**config.mk**
```make
export PLATFORM = sky130hd
export DESIGN_NAME = mem_bus_arbiter_flat
export DESIGN_NICKNAME = d
export VERILOG_FILES = /design/src/rtl/mem_bus_arbiter_pkg.sv /design/src/rtl/mem_bus_arbiter_if.sv /design/src/rtl/mem_bus_arbiter_rr_arbiter2.sv /design/src/rtl/mem_bus_arbiter.sv /design/src/flat_wrapper.sv
export SDC_FILE = /design/constraint.sdc
export NUM_CORES = 1
export LEC_CHECK = 0
export CAP_MARGIN = 20
export CORE_MARGIN = 2
export CORE_UTILIZATION = 47
export CTS_BUF_LIST = sky130_fd_sc_hd__clkbuf_4
export CTS_CLUSTER_DIAMETER = 30
export DETAILED_ROUTE_END_ITERATION = 12
export GPL_TIMING_DRIVEN = 1
export PLACE_DENSITY = 0.95
export SLEW_MARGIN = 15
export SYNTH_ARGS = -nofsm -noshare
export SYNTH_HDL_FRONTEND = slang
export SYNTH_SLANG_ARGS = --single-unit
```
**constraint.sdc**
```tcl
create_clock -name clk -period 13.2 [get_ports clk]
set_clock_uncertainty 0.2 [all_clocks]
set_input_delay 2.64 -clock clk [delete_from_list [all_inputs] [get_ports clk]]
set_output_delay 2.64 -clock clk [all_outputs]
set_load 0.1 [all_outputs]
```
**src/rtl/mem_bus_arbiter_pkg.sv**
```systemverilog
// mem_bus_arbiter_pkg
//   Shared definitions for the memory bus arbiter slice.
//   - state_t               : arbiter FSM state encoding
//   - REQ_CPU / REQ_DMA     : requester id constants (owner / last_grant values)
//   - WAIT_CYCLES_DEFAULT   : default number of memory wait states
//   - WAIT_W                : wait counter width (WAIT_CYCLES legal range 0..15)
//   - grant_owner()         : converts a one-hot grant into a requester id
package mem_bus_arbiter_pkg;

    typedef enum logic [1:0] {
        IDLE   = 2'd0,
        ACCESS = 2'd1,
        RESP   = 2'd2
    } state_t;

    localparam logic REQ_CPU = 1'b0;
    localparam logic REQ_DMA = 1'b1;

    localparam int WAIT_CYCLES_DEFAULT = 1;
    localparam int WAIT_W              = 4;

    // Only meaningful for a one-hot (or zero) grant vector.
    function automatic logic grant_owner(input logic [1:0] grant);
        return grant[1] ? REQ_DMA : REQ_CPU;
    endfunction

endpackage

```
**src/rtl/mem_bus_arbiter_if.sv**
```systemverilog
// mem_bus_arbiter_if
//   Bundles the two requester handshakes and the memory port of the arbiter.
//   Requester N (N = 0 CPU, 1 loader/DMA):
//     rN_valid / rN_ready          request handshake
//     rN_we, rN_addr, rN_wdata     request payload
//     rN_rsp_valid, rN_rsp_rdata   one-cycle completion pulse and read data
//   Memory port:
//     mem_en, mem_we, mem_addr, mem_wdata  access strobe and payload
//     mem_rdata                            read data returned by memory
//   Modports:
//     slave  : the arbiter's view (accepts requests, drives memory)
//     master : the requesters' and memory's view
interface mem_bus_arbiter_if #(
    parameter int ADDR_W = 32,
    parameter int DATA_W = 32
);

    logic              r0_valid;
    logic              r0_ready;
    logic              r0_we;
    logic [ADDR_W-1:0] r0_addr;
    logic [DATA_W-1:0] r0_wdata;
    logic              r0_rsp_valid;
    logic [DATA_W-1:0] r0_rsp_rdata;

    logic              r1_valid;
    logic              r1_ready;
    logic              r1_we;
    logic [ADDR_W-1:0] r1_addr;
    logic [DATA_W-1:0] r1_wdata;
    logic              r1_rsp_valid;
    logic [DATA_W-1:0] r1_rsp_rdata;

    logic              mem_en;
    logic              mem_we;
    logic [ADDR_W-1:0] mem_addr;
    logic [DATA_W-1:0] mem_wdata;
    logic [DATA_W-1:0] mem_rdata;

    modport slave (
        input  r0_valid, r0_we, r0_addr, r0_wdata,
        output r0_ready, r0_rsp_valid, r0_rsp_rdata,
        input  r1_valid, r1_we, r1_addr, r1_wdata,
        output r1_ready, r1_rsp_valid, r1_rsp_rdata,
        output mem_en, mem_we, mem_addr, mem_wdata,
        input  mem_rdata
    );

    modport master (
        output r0_valid, r0_we, r0_addr, r0_wdata,
        input  r0_ready, r0_rsp_valid, r0_rsp_rdata,
        output r1_valid, r1_we, r1_addr, r1_wdata,
        input  r1_ready, r1_rsp_valid, r1_rsp_rdata,
        input  mem_en, mem_we, mem_addr, mem_wdata,
        output mem_rdata
    );

endinterface

```
**src/rtl/mem_bus_arbiter_rr_arbiter2.sv**
```systemverilog
// rr_arbiter2
//   Combinational two-way round-robin grant.
//   Ports:
//     req[1:0]    in   request bits (bit 0 = CPU, bit 1 = loader/DMA)
//     last_grant  in   id of the requester granted most recently
//     grant[1:0]  out  one-hot grant, all zero when nothing is requested
//   A lone requester always wins; on contention the requester that was not
//   granted last wins, which makes continuous contention strictly alternate.
module rr_arbiter2
    import mem_bus_arbiter_pkg::*;
(
    input  logic [1:0] req,
    input  logic       last_grant,
    output logic [1:0] grant
);

    always_comb begin
        grant = 2'b00;
        case (req)
            2'b01:   grant = 2'b01;
            2'b10:   grant = 2'b10;
            2'b11:   grant = (last_grant == REQ_DMA) ? 2'b01 : 2'b10;
            default: grant = 2'b00;
        endcase
    end

endmodule

```
**src/rtl/mem_bus_arbiter.sv**
```systemverilog
// mem_bus_arbiter
//   Shares one memory port between the CPU bus (requester 0) and the
//   loader/DMA port (requester 1), one transaction at a time.
//   Ports:
//     clk    in   rising-edge clock
//     reset  in   asynchronous, active-high reset
//     bus    slave modport of mem_bus_arbiter_if (requests, responses, memory)
//   Parameters:
//     ADDR_W, DATA_W  address / data widths
//     WAIT_CYCLES     extra memory cycles per access, 0..15
//   Timing: request accepted at T, mem_en high T+1..T+WAIT_CYCLES+1,
//   rsp_valid at T+WAIT_CYCLES+2, next grant possible at T+WAIT_CYCLES+3.
//
//   state  | meaning
//   -------+------------------------------------------------------------
//   IDLE   | waiting for a request; ready is offered to the granted one
//   ACCESS | memory port driven from registered request, wait count runs
//   RESP   | one-cycle response pulse to the owner, no new grant
module mem_bus_arbiter
    import mem_bus_arbiter_pkg::*;
#(
    parameter int ADDR_W      = 32,
    parameter int DATA_W      = 32,
    parameter int WAIT_CYCLES = WAIT_CYCLES_DEFAULT
) (
    input  logic              clk,
    input  logic              reset,
    mem_bus_arbiter_if.slave  bus
);

    if (WAIT_CYCLES < 0 || WAIT_CYCLES > 15) begin : g_wait_range
        $error("mem_bus_arbiter: WAIT_CYCLES must be in 0..15");
    end

    state_t state;
    state_t state_nxt;

    logic [1:0]        grant;
    logic              grant_id;
    logic              take;
    logic              access_done;

    logic              last_grant;
    logic              owner;
    logic [WAIT_W-1:0] wait_cnt;

    logic              mem_en_q;
    logic              mem_we_q;
    logic [ADDR_W-1:0] mem_addr_q;
    logic [DATA_W-1:0] mem_wdata_q;

    logic              rsp_valid0_q;
    logic              rsp_valid1_q;
    logic [DATA_W-1:0] rsp_rdata0_q;
    logic [DATA_W-1:0] rsp_rdata1_q;

    rr_arbiter2 u_rr_arbiter2 (
        .req        ({bus.r1_valid, bus.r0_valid}),
        .last_grant (last_grant),
        .grant      (grant)
    );

    assign grant_id = grant_owner(grant);

    // State register
    always_ff @(posedge clk or posedge reset) begin
        if (reset) begin
            state <= IDLE;
        end else begin
            state <= state_nxt;
        end
    end

    // Next state and handshake strobes
    always_comb begin
        state_nxt   = state;
        take        = 1'b0;
        access_done = 1'b0;
        case (state)
            IDLE: begin
                // Gated with reset so ready reads 0 while reset is held.
                if (!reset && grant != 2'b00) begin
                    take      = 1'b1;
                    state_nxt = ACCESS;
                end
            end
            ACCESS: begin
                if (wait_cnt == '0) begin
                    access_done = 1'b1;
                    state_nxt   = RESP;
                end
            end
            RESP: begin
                state_nxt = IDLE;
            end
            default: begin
                state_nxt = IDLE;
            end
        endcase
    end

    // Datapath: request capture, wait counter, memory port, responses
    always_ff @(posedge clk or posedge reset) begin
        if (reset) begin
            last_grant   <= REQ_DMA;
            owner        <= REQ_CPU;
            wait_cnt     <= '0;
            mem_en_q     <= 1'b0;
            mem_we_q     <= 1'b0;
            mem_addr_q   <= '0;
            mem_wdata_q  <= '0;
            rsp_valid0_q <= 1'b0;
            rsp_valid1_q <= 1'b0;
            rsp_rdata0_q <= '0;
            rsp_rdata1_q <= '0;
        end else begin
            rsp_valid0_q <= 1'b0;
            rsp_valid1_q <= 1'b0;
            if (take) begin
                owner      <= grant_id;
                last_grant <= grant_id;
                wait_cnt   <= WAIT_W'(WAIT_CYCLES);
                mem_en_q   <= 1'b1;
                if (grant_id == REQ_DMA) begin
                    mem_we_q    <= bus.r1_we;
                    mem_addr_q  <= bus.r1_addr;
                    mem_wdata_q <= bus.r1_wdata;
                end else begin
                    mem_we_q    <= bus.r0_we;
                    mem_addr_q  <= bus.r0_addr;
                    mem_wdata_q <= bus.r0_wdata;
                end
            end else if (state == ACCESS) begin
                if (access_done) begin
                    // Memory port drops back to zero as RESP begins.
                    mem_en_q    <= 1'b0;
                    mem_we_q    <= 1'b0;
                    mem_addr_q  <= '0;
                    mem_wdata_q <= '0;
                    if (owner == REQ_DMA) begin
                        rsp_valid1_q <= 1'b1;
                        rsp_rdata1_q <= mem_we_q ? '0 : bus.mem_rdata;
                    end else begin
                        rsp_valid0_q <= 1'b1;
                        rsp_rdata0_q <= mem_we_q ? '0 : bus.mem_rdata;
                    end
                end else begin
                    wait_cnt <= wait_cnt - WAIT_W'(1);
                end
            end
        end
    end

    assign bus.r0_ready     = take & grant[0];
    assign bus.r1_ready     = take & grant[1];
    assign bus.r0_rsp_valid = rsp_valid0_q;
    assign bus.r1_rsp_valid = rsp_valid1_q;
    assign bus.r0_rsp_rdata = rsp_rdata0_q;
    assign bus.r1_rsp_rdata = rsp_rdata1_q;
    assign bus.mem_en       = mem_en_q;
    assign bus.mem_we       = mem_we_q;
    assign bus.mem_addr     = mem_addr_q;
    assign bus.mem_wdata    = mem_wdata_q;

endmodule

```
**src/flat_wrapper.sv**
```systemverilog
// flat-port wrapper written by rule: the top's interface ports become plain ports
module mem_bus_arbiter_flat import mem_bus_arbiter_pkg::*;
#(
    parameter int ADDR_W      = 32,
    parameter int DATA_W      = 32,
    parameter int WAIT_CYCLES = WAIT_CYCLES_DEFAULT
)
  (clk, reset, bus_r0_valid, bus_r0_we, bus_r0_addr, bus_r0_wdata, bus_r0_ready, bus_r0_rsp_valid, bus_r0_rsp_rdata, bus_r1_valid, bus_r1_we, bus_r1_addr, bus_r1_wdata, bus_r1_ready, bus_r1_rsp_valid, bus_r1_rsp_rdata, bus_mem_en, bus_mem_we, bus_mem_addr, bus_mem_wdata, bus_mem_rdata);
  mem_bus_arbiter_if #(.ADDR_W(ADDR_W), .DATA_W(DATA_W)) bus_i ();
  input  logic clk;
  input  logic reset;
  input wire logic [$bits(bus_i.r0_valid)-1:0] bus_r0_valid;
  input wire logic [$bits(bus_i.r0_we)-1:0] bus_r0_we;
  input wire logic [$bits(bus_i.r0_addr)-1:0] bus_r0_addr;
  input wire logic [$bits(bus_i.r0_wdata)-1:0] bus_r0_wdata;
  output wire logic [$bits(bus_i.r0_ready)-1:0] bus_r0_ready;
  output wire logic [$bits(bus_i.r0_rsp_valid)-1:0] bus_r0_rsp_valid;
  output wire logic [$bits(bus_i.r0_rsp_rdata)-1:0] bus_r0_rsp_rdata;
  input wire logic [$bits(bus_i.r1_valid)-1:0] bus_r1_valid;
  input wire logic [$bits(bus_i.r1_we)-1:0] bus_r1_we;
  input wire logic [$bits(bus_i.r1_addr)-1:0] bus_r1_addr;
  input wire logic [$bits(bus_i.r1_wdata)-1:0] bus_r1_wdata;
  output wire logic [$bits(bus_i.r1_ready)-1:0] bus_r1_ready;
  output wire logic [$bits(bus_i.r1_rsp_valid)-1:0] bus_r1_rsp_valid;
  output wire logic [$bits(bus_i.r1_rsp_rdata)-1:0] bus_r1_rsp_rdata;
  output wire logic [$bits(bus_i.mem_en)-1:0] bus_mem_en;
  output wire logic [$bits(bus_i.mem_we)-1:0] bus_mem_we;
  output wire logic [$bits(bus_i.mem_addr)-1:0] bus_mem_addr;
  output wire logic [$bits(bus_i.mem_wdata)-1:0] bus_mem_wdata;
  input wire logic [$bits(bus_i.mem_rdata)-1:0] bus_mem_rdata;
  assign bus_i.r0_valid = bus_r0_valid;
  assign bus_i.r0_we = bus_r0_we;
  assign bus_i.r0_addr = bus_r0_addr;
  assign bus_i.r0_wdata = bus_r0_wdata;
  assign bus_r0_ready = bus_i.r0_ready;
  assign bus_r0_rsp_valid = bus_i.r0_rsp_valid;
  assign bus_r0_rsp_rdata = bus_i.r0_rsp_rdata;
  assign bus_i.r1_valid = bus_r1_valid;
  assign bus_i.r1_we = bus_r1_we;
  assign bus_i.r1_addr = bus_r1_addr;
  assign bus_i.r1_wdata = bus_r1_wdata;
  assign bus_r1_ready = bus_i.r1_ready;
  assign bus_r1_rsp_valid = bus_i.r1_rsp_valid;
  assign bus_r1_rsp_rdata = bus_i.r1_rsp_rdata;
  assign bus_mem_en = bus_i.mem_en;
  assign bus_mem_we = bus_i.mem_we;
  assign bus_mem_addr = bus_i.mem_addr;
  assign bus_mem_wdata = bus_i.mem_wdata;
  assign bus_i.mem_rdata = bus_mem_rdata;
  mem_bus_arbiter #(.ADDR_W(ADDR_W), .DATA_W(DATA_W), .WAIT_CYCLES(WAIT_CYCLES)) u_core (.clk(clk), .reset(reset), .bus(bus_i));
endmodule
```
==> out/results.ini <==
[critical_path]
r2r-end=u_core.bus.r1_rsp_rdata[19]
crit_type=input port to output port
crit_path_end_kind=output port
path_max_fanout=68
slowest_stage=clkdlybuf4s50_1
r2r-start=u_core.wait_cnt[1]
crit_required_ns=10.36
crit_arrival_ns=5.30
crit_chain=clkdlybuf4s50_1 -> a21boi_4 -> buf_4 -> nor2_1 -> clkdlybuf4s50_1
rr_worst_depth=6
reg2reg_slack_ns=9.72
crit_path_start=bus_r1_valid
start_kind=input port
critPathMaxStageDelay_ns=1.01
crit_top_cell=clkdlybuf4s50_1

[synth]
yosysTopAreaCellShare_pct=52.3
yosysTopAreaCell=dfrtp_1
synth_seq_cells=140
ys_seq_area_share_pct=52.7
post-synth-top-count-cell=dfrtp_1
ys_types=34
ys.flop_type=dfrtp_1
synth_nets=675
syn_inst=508
syn-cell-area_sq_mm=0.00666
synthTopCellsByArea=dfrtp_1 (52%), mux2i_1 (20%), mux2_4 (6.5%)
ys.warnings.count=0
syn_avg_cell_area_sq_um=13.1
synthTopCellsByCount=dfrtp_1 (139), mux2i_1 (131), o21ai_0 (69)
synth_edf_count=0
synthArstFlopShare_pct=100

[global_route]
grt_pass1_wl_microns=28500
grt_pass1_vias=5391
grt_use_total_pct=24.7
overflow=0
grt_max_degree=92
antenna_found_initial=0

[finish]
areaGrowthSynthToFinish_pct=51.9
drive_above_1_share_pct=14.6
n_antenna_cell=0
fin_nets=960
n_fill_cell=829
finish.utilization_pct=72.8

[worst_hold_path]
hp-start=u_core.bus.r0_rsp_rdata[8]
min_path_type=register to register
hold_depth=1
holdPathEnd=u_core.bus.r0_rsp_rdata[8]

[timing]
worst_pin_slew_ns=1.11
totalNegativeSetupSlack_ns=0
finalHoldViolations=0
finalCriticalPeriod_ns=8.14
timing.fmax_mhz=123
timing.final.ws_setup_ns=5.06
slew_headroom_pct=26.0
maxSlewViolCount=0
setup_viol=0
rsz0062_at_grt=false
period_share_pct=61.7
hold_ws_ns=0.322

[drt]
vias=5265
routed_wl_microns=18900
wire_per_inst_microns=19.2
ant_nets=0
dr.first_iter.drc_count=310
drc=0
via_per_inst=5.34
drt-pass1-iter-count=4

[clock_tree]
cts-root-buf=clkbuf_4
clockBufferDepth=2
htree_levels=4
cts_tree=built
numCtsBuffers=17
postCtsResizedCells=0
path_clk_slew_ns=0.13
ctsHoldBuffers=0
cts.sinks=140
post_cts_buffers=0
insertion_delay_ns=0.53

[floorplanning]
die_area_sq_mm=0.0151
die_w_microns=123
boundaryPins=300
core_sq_mm=0.0139
start_util_pct=47.9
die_h_microns=123
num_rows=43

[placed_design]
numPortBuffers=299
gp_congestion=0.803
dp_hpwl_microns=13300
pre_cts_slack_ns=5.10

[job]
maxCapViolCount=0

[outcome]
outcome=finished, final reports clean

cells by family (layout without fill, tap and decap cells):
group / after synthesis / in the layout / share of synthesized area (%)
AOI/OAI and AO/OA: 74 / 74 / 5.77
and+or+nand+nor: 51 / 51 / 5.10
adders and majority gates: 1 / 1 / 0.188
buffers and inverters: 45 / 343 / 3.78
muxes: 197 / 197 / 32.5
DFF: 140 / 140 / 52.7
layer usage:
layer / GRT usage, % / routed length (microns)
met3: 7.98 / 1520
met4: 8.81 / 442
met1: 29.2 / 7380
met2: 42.3 / 9580
met5: 0 / 0
cells in the final DEF (no fill, tap or decap), drive strengths merged:
cell and count:
or3 1, a21boi 1, mux2 66, a21oi 1, or3b 3, a21bo 1
or2b 1, buf 8, bufinv 4, nand2 1, nor3b 1, o31ai 1
o21ai 69, clkinv 5, nor3 2, nand3 1, clkinvlp 3, dfrtp 139
and2 1, or2 1, o221ai 1, dfstp 1, clkdlybuf4s50 299, nor2b 32
nand4bb 1, nor2 5, nor4 1, mux2i 131, clkbuf 18, ha 1
inv 6
worst max path at each step:
stage / to / slack [ns] / depth (start not counted)
after CTS: bus_r0_ready / 5.10 / 5
final: bus_r0_ready / 5.06 / 5
after global routing: bus_r0_ready / 4.99 / 5
after global placement: bus_r0_ready / 5.16 / 5
after floorplan: bus_r0_ready / 5.74 / 4
after detailed placement: bus_r0_ready / 5.10 / 5
worst max-delay path: cells and delay by family:
kind            cells  cell delay [ns]
compound gates      1             0.19
simple gates        1             0.10
buf+inv             3             2.35
registers in the layout, indices dropped and copies added (netlist names):
| register | cells |
|---|---|
| u_core.bus.mem_en | 1 |
| u_core.wait_cnt | 4 |
| u_core.last_grant | 1 |
| u_core.bus.mem_addr | 32 |
| u_core.bus.r0_rsp_rdata | 32 |
| u_core.bus.mem_wdata | 32 |
| u_core.owner | 1 |
| u_core.bus.r0_rsp_valid | 1 |
| u_core.bus.r1_rsp_rdata | 32 |
| u_core.bus.mem_we | 1 |
| u_core.state | 2 |
| u_core.bus.r1_rsp_valid | 1 |
stage by stage:
| step | cell area (sq um) | instances |
|---|---|---|
| floorplan | 6660 | 508 |
| global placement | 9700 | 951 |
| detailed placement | 9730 | 952 |
| CTS | 10100 | 984 |
| global route | 10100 | 986 |
| finish | 10100 | 986 |
final cells by class:
type / count / area (sq um) / share of cell area (%)
clock buffer: 18 / 135 / 1.34
clock inverter: 14 / 193 / 1.91
inverter: 4 / 20.0 / 0.198
multi-input combinational: 323 / 2920 / 28.9
sequential: 140 / 3510 / 34.7
tap: 180 / 225 / 2.23
timing repair buffer: 307 / 3110 / 30.8
Power is left out: the tool's default activity adds up to more than one toggle a clock period on the data nets, which glitch-free logic cannot reach.
